**src/rtl/svc_uart_rx_mon.sv**
```systemverilog
// UART 8N1 receive monitor: 2-flop synchronizer, mid-bit sampling FSM, and a show-ahead byte FIFO.
// Latency: a byte reaches urx_valid/urx_data one cycle after its stop-bit sample; the FIFO has no read latency.
// Backpressure: urx_ready pops the head byte. If the FIFO is full and nothing pops, a completed byte is dropped and overrun pulses.
// Optional feature: define SVC_UART_RX_MON_EOT_EN to build the sticky end-of-transmission (0x04) detector.

module svc_uart_rx_mon #(
  parameter int CLOCK_FREQ_MHZ = 25,
  parameter int BAUD_RATE      = 115_200,
  parameter int FIFO_DEPTH     = 8        // power of two, >= 2
) (
  input  logic       clk,
  input  logic       rst_n,
  input  logic       urx,
  output logic       urx_valid,
  output logic [7:0] urx_data,
  input  logic       urx_ready,
  output logic       frame_err,
  output logic       overrun,
  output logic       eot
);

  // Bit timing derived from the clock and baud rate (217 / 108 at the defaults).
  localparam int CLKS_PER_BIT = (CLOCK_FREQ_MHZ * 1_000_000) / BAUD_RATE;
  localparam int HALF_BIT     = CLKS_PER_BIT / 2;
  localparam int CW           = $clog2(CLKS_PER_BIT + 1);
  localparam int AW           = $clog2(FIFO_DEPTH);

  // The counter starts at 0, so a count of N clocks ends when the counter holds N-1.
  localparam logic [CW-1:0] FULL_LAST = CW'(CLKS_PER_BIT - 1);
  localparam logic [CW-1:0] HALF_LAST = CW'(HALF_BIT - 1);

  // Receiver states.
  localparam logic [2:0] ST_IDLE  = 3'd0;
  localparam logic [2:0] ST_START = 3'd1;
  localparam logic [2:0] ST_DATA  = 3'd2;
  localparam logic [2:0] ST_STOP  = 3'd3;
  localparam logic [2:0] ST_BREAK = 3'd4;

  // ---------------------------------------------------------------------------
  // Input synchronizer
  // ---------------------------------------------------------------------------
  logic urx_m;
  logic urx_s;

  // Two flops remove metastability; they reset to the idle-high line level.
  always_ff @(posedge clk or negedge rst_n) begin
    if (!rst_n) begin
      urx_m <= 1'b1;
      urx_s <= 1'b1;
    end else begin
      urx_m <= urx;
      urx_s <= urx_m;
    end
  end

  // ---------------------------------------------------------------------------
  // Receive state machine
  // ---------------------------------------------------------------------------
  logic [2:0]    state;
  logic [CW-1:0] cnt;
  logic [2:0]    bit_idx;
  logic [7:0]    shreg;

  logic half_done;
  logic bit_done;
  logic stop_sample;
  logic push;
  logic bad_stop;

  assign half_done   = (cnt == HALF_LAST);
  assign bit_done    = (cnt == FULL_LAST);
  assign stop_sample = (state == ST_STOP) && bit_done;
  assign push        = stop_sample && urx_s;
  assign bad_stop    = stop_sample && !urx_s;

  // Start detect, mid-bit sampling of the start bit, 8 data bits LSB first, and the stop bit.
  // After a bad stop bit, BREAK waits for the line to return high before a new start can be detected.
  always_ff @(posedge clk or negedge rst_n) begin
    if (!rst_n) begin
      state   <= ST_IDLE;
      cnt     <= '0;
      bit_idx <= '0;
      shreg   <= '0;
    end else begin
      case (state)
        ST_IDLE: begin
          cnt     <= '0;
          bit_idx <= '0;
          if (!urx_s) begin
            state <= ST_START;
          end
        end
        ST_START: begin
          if (half_done) begin
            cnt   <= '0;
            // A start bit that is gone by mid-bit is a glitch: drop it silently.
            state <= urx_s ? ST_IDLE : ST_DATA;
          end else begin
            cnt <= cnt + CW'(1);
          end
        end
        ST_DATA: begin
          if (bit_done) begin
            cnt     <= '0;
            shreg   <= {urx_s, shreg[7:1]};
            bit_idx <= bit_idx + 3'd1;
            if (bit_idx == 3'd7) begin
              state <= ST_STOP;
            end
          end else begin
            cnt <= cnt + CW'(1);
          end
        end
        ST_STOP: begin
          if (bit_done) begin
            cnt   <= '0;
            state <= urx_s ? ST_IDLE : ST_BREAK;
          end else begin
            cnt <= cnt + CW'(1);
          end
        end
        ST_BREAK: begin
          cnt <= '0;
          if (urx_s) begin
            state <= ST_IDLE;
          end
        end
        default: begin
          state <= ST_IDLE;
          cnt   <= '0;
        end
      endcase
    end
  end

  // ---------------------------------------------------------------------------
  // Show-ahead receive FIFO
  // ---------------------------------------------------------------------------
  logic [7:0]  mem [FIFO_DEPTH];
  logic [AW:0] wr_ptr;
  logic [AW:0] rd_ptr;
  logic        empty;
  logic        full;
  logic        pop;
  logic        wr_en;
  logic        drop;

  // The extra pointer MSB tells full from empty when the index bits match.
  assign empty = (wr_ptr == rd_ptr);
  assign full  = (wr_ptr[AW-1:0] == rd_ptr[AW-1:0]) && (wr_ptr[AW] != rd_ptr[AW]);
  assign pop   = !empty && urx_ready;
  // A pop in the same cycle frees the slot, so a push into a full FIFO is still accepted.
  assign wr_en = push && (!full || pop);
  assign drop  = push && full && !pop;

  // Storage carries no reset: an empty FIFO masks the head byte on the output.
  always_ff @(posedge clk) begin
    if (wr_en) begin
      mem[wr_ptr[AW-1:0]] <= shreg;
    end
  end

  // Pointers wrap naturally modulo FIFO_DEPTH in the index bits.
  always_ff @(posedge clk or negedge rst_n) begin
    if (!rst_n) begin
      wr_ptr <= '0;
      rd_ptr <= '0;
    end else begin
      if (wr_en) begin
        wr_ptr <= wr_ptr + (AW+1)'(1);
      end
      if (pop) begin
        rd_ptr <= rd_ptr + (AW+1)'(1);
      end
    end
  end

  assign urx_valid = !empty;
  assign urx_data  = empty ? 8'h00 : mem[rd_ptr[AW-1:0]];

  // ---------------------------------------------------------------------------
  // Status pulses
  // ---------------------------------------------------------------------------
  // Register the single-cycle error strobes so that both outputs come from flops.
  always_ff @(posedge clk or negedge rst_n) begin
    if (!rst_n) begin
      frame_err <= 1'b0;
      overrun   <= 1'b0;
    end else begin
      frame_err <= bad_stop;
      overrun   <= drop;
    end
  end

`ifdef SVC_UART_RX_MON_EOT_EN
  logic eot_q;

  // Sticky until reset once an accepted byte equals 0x04. The byte itself is still delivered.
  always_ff @(posedge clk or negedge rst_n) begin
    if (!rst_n) begin
      eot_q <= 1'b0;
    end else if (wr_en && (shreg == 8'h04)) begin
      eot_q <= 1'b1;
    end
  end

  assign eot = eot_q;
`else
  assign eot = 1'b0;
`endif

endmodule

```
**config.mk**
```make
export PLATFORM = sky130hd
export DESIGN_NAME = svc_uart_rx_mon
export DESIGN_NICKNAME = d
export VERILOG_FILES = /design/src/rtl/svc_uart_rx_mon.sv
export SDC_FILE = /design/constraint.sdc
export NUM_CORES = 1
export LEC_CHECK = 0
export CORE_ASPECT_RATIO = 1.75
export CORE_MARGIN = 4
export CORE_UTILIZATION = 47
export CTS_CLUSTER_DIAMETER = 40
export DETAILED_ROUTE_END_ITERATION = 7
export PLACE_DENSITY_LB_ADDON = 0.08
export SLEW_MARGIN = 25
export SYNTH_ARGS = -nofsm -noshare
export SYNTH_HDL_FRONTEND = slang
export SYNTH_SLANG_ARGS = --single-unit
```
**constraint.sdc**
```tcl
create_clock -name clk -period 6.3 [get_ports clk]
set_input_delay 1.26 -clock clk [delete_from_list [all_inputs] [get_ports clk]]
set_output_delay 1.26 -clock clk [all_outputs]
set_load 0.005 [all_outputs]
```
==> key figures <==
Status
  – Outcome: finished clean

Routing
  – Mean routed wirelength per cell: roughly 19 um
  – Total iterations of the first detailed-routing run: 4
  – Initial DRC count: around 110
  – Final wirelength: about 7400 um
  – Vias per inst: 5.397
  – Vias post-DR: roughly 2100
  – Post-DRT Antenna Nets: 0
  – DRC: 0

Timing
  – Worst setup margin: 2582 ps
  – Clk_skew: approximately 4.1 ps
  – Tmin final: approximately 3700 ps
  – Final setup viols: 0
  – Count of final hold-check violations: 0
  – Setup_tns: 0 ps
  – Slew HR: 0.4289
  – Unrepaired setup endpoints after global routing: false
  – Final period utilization: 0.5901
  – Tightest Pin Transition: roughly 860 ps
  – Slew Viols, Final: 0
  – Fmax: around 270 MHz

Critical path
  – FF-to-FF End: mem[3][0]
  – Arrival time worst endpoint: 2460 ps
  – Critical path class: reg2out
  – WP data required: between 5000 and 6000 ps
  – Internal reg-to-reg setup slack: around 3600 ps
  – R2r worst-path depth: 4
  – Worst Setup End Kind: primary output
  – Crit path max fanout: 20
  – Startpoint Class: flip-flop
  – Reg-to-Reg Start: rd_ptr[1]

Clock network
  – Clock transition at path regs: 60 ps
  – CTS tree: built
  – CTS buffer count: 9
  – Clock Path Buffers: 2
  – TritonCTS Sinks: about 100
  – Hold-fix buffers, CTS: 0
  – Worst-Skew Late Latency: between 300 and 400 ps
  – Post-CTS setup buffers: 0
  – H-tree Lvls: 3
  – Root buffer cell: clkbuf_16
  – # resized after CTS: 0

Placement
  – GPL Wtd Cong: between 0.8 and 0.9
  – Place WS: 2871 ps
  – PortBufs: 14
  – DP HPWL: 5056 um

Floorplan
  – Horiz. Die Dim: 79.22 um
  – IO Count: 16
  – Die ar.: ~11000 sq um
  – Core area: approximately 8700 sq um
  – Row count: 45
  – Initial Utilization: 0.4811
  – Die Height: ~130 um

Min path
  – Hold endpoint: urx_s
  – Worst Hold Launch: urx_m
  – Hold/Removal Path Class: reg2reg
  – Hold path cells: 0

Yosys
  – Post-synthesis cell area: between 4000 and 5000 sq um
  – Synth Net Count: between 200 and 300
  – Post-synth top flop: edfxtp_1
  – EDFF count, synth: 64
  – Synth top cells by count: edfxtp_1, dfrtp_1, nor2_1
  – Mux cell area share after synthesis: 0.1422
  – Sequential area share after synthesis: 0.6653
  – Synth area leader: edfxtp_1
  – Post-synth top area share: 0.4607
  – Cells after Synth: 256
  – Main combinational cell family by area after synthesis: multiplexers
  – Synth top area cells: edfxtp_1, dfrtp_1, mux4_2, mux2_4, nor2_1
  – Avg Inst Size Synth: around 16 sq um
  – Synth async-reset ratio: 0.3469
  – Synth Area in Compound Gates: 0.02579
  – Yosys warns: 0
  – Most common cell in the netlist: edfxtp_1
  – Synth Area in Adders: 0.01800
  – Netlist cell types: 42
  – FF+latch count, synth: slightly below 100
  – Xor/xnor share of the synthesized area: 0.03359
  – Simple-Gate Fraction of Synth Area: 0.08548

Final layout
  – Final net count: between 200 and 300
  – Area delta synth->final: 12.24%
  – # diodes: 0
  – Layout cells sized above 1: 0.1812

Global routing
  – Met2 global-route usage: 0.2725
  – Global-route wire length before repair: roughly 12000 um
  – Global Route met1 Usage: 0.1803
  – GRT Residual Overflow: 0
  – Initial antenna violation count: 0
  – GR Util All Layers: 0.1565
  – M3 GR Usage: 0.04292
  – GR peak layer: met2
  – Largest net degree at the start of global routing: 35
  – Vias in the first global route: 2181

Pwr
  – Total power: approximately 1.5 mW
  – Pwr Density: between 300 and 400 nW/um^2
  – Peak supply drop: between 150 and 200 uV
  – Pleak: 1.881 nW

Flow run
  – Max-cap violation count: 0
## flip-flops by register name, summed over array words and instances (netlist names)
| name | cells |
|---|---|
| bit_idx | 3 |
| cnt | 8 |
| frame_err | 1 |
| mem | 64 |
| overrun | 1 |
| rd_ptr | 4 |
| shreg | 8 |
| state | 3 |
| urx_m | 1 |
| urx_s | 1 |
| wr_ptr | 4 |
## cell families after synthesis
family / Yosys count
adders and majority gates: 6
other: 1
DFF: 98
and+or+nand+nor: 63
buffers and inverters: 21
xor gates and xnor gates: 16
AOI/OAI and AO/OA: 16
muxes: 35
## how the worst max path moves through the flow
| stage | start | end | slack (ps) |
|---|---|---|---|
| 6_report | rd_ptr[1] | urx_data[1] | 2580 |
| 5_1_grt | rd_ptr[1] | urx_data[1] | 2400 |
| 3_5_place_dp | rd_ptr[1] | urx_data[1] | 2870 |
| 3_3_place_gp | rd_ptr[1] | urx_data[1] | 2890 |
| 4_1_cts | rd_ptr[1] | urx_data[1] | 2500 |
| 2_1_floorplan | rd_ptr[0] | urx_data[0] | 3540 |
## layer usage
| metal | vias up | share of wire | wire length [um] |
|---|---|---|---|
| li1 | 996 | - | - |
| met1 | 1084 | 0.40 | 2964 |
| met2 | 33 | 0.56 | 4121 |
| met3 | 8 | 0.025 | 183 |
| met4 | 0 | 0.014 | 100 |
| met5 | - | 0 | 0 |
## cells in the final DEF (no fill, tap or decap), drive strengths merged, types with 3 or more instances in the layout
master	instances
buf	4
inv	8
ha	6
xnor2	6
nor2	25
mux4	16
nor3	3
o2bb2ai	3
mux2i	9
nand3	7
dfrtp	32
edfxtp	64
xor2	10
clkdlybuf4s50	13
mux2	10
nand2	7
nand4	3
and4b	5
a21oi	6
clkbuf	13
## final cells by class
cell class	count	area [sq um]
inverter	8	30.03
timing repair buffer	17	157.7
sequential	98	2775
clock buffer	13	250.2
fill	755	3989
multi-input combinational	137	1282
clock inverter	3	40.04
tap	117	146.4
## power breakdown
group / total, mW / leakage [nW] / internal, mW / switching [mW]
Clock: 0.530 / 0.144 / 0.317 / 0.213
Combinational: 0.247 / 0.602 / 0.148 / 0.0991
Sequential: 0.743 / 1.14 / 0.693 / 0.0496
Total: 1.52 / 1.88 / 1.16 / 0.362
## critical path, stage by stage, from the launching register on
cell	delay (ps)
dfrtp_1	900
xor2_1	200
nor4b_2	260
buf_4	240
nor2_1	80
clkdlybuf4s50_1	440
## through the flow
step / cells / util / area [sq um] / hold slack, ps
floorplan: 256 / - / 4172 / 345.2
global placement: 377 / 0.5065 / 4392 / 347.4
detailed placement: 377 / 0.5065 / 4392 / 347.9
CTS: 393 / 0.5400 / 4682 / 357.0
global route: 393 / 0.5400 / 4682 / 365.2
finish: 393 / 0.5400 / 4682 / 355.3
(Power assumes the default switching activity.)
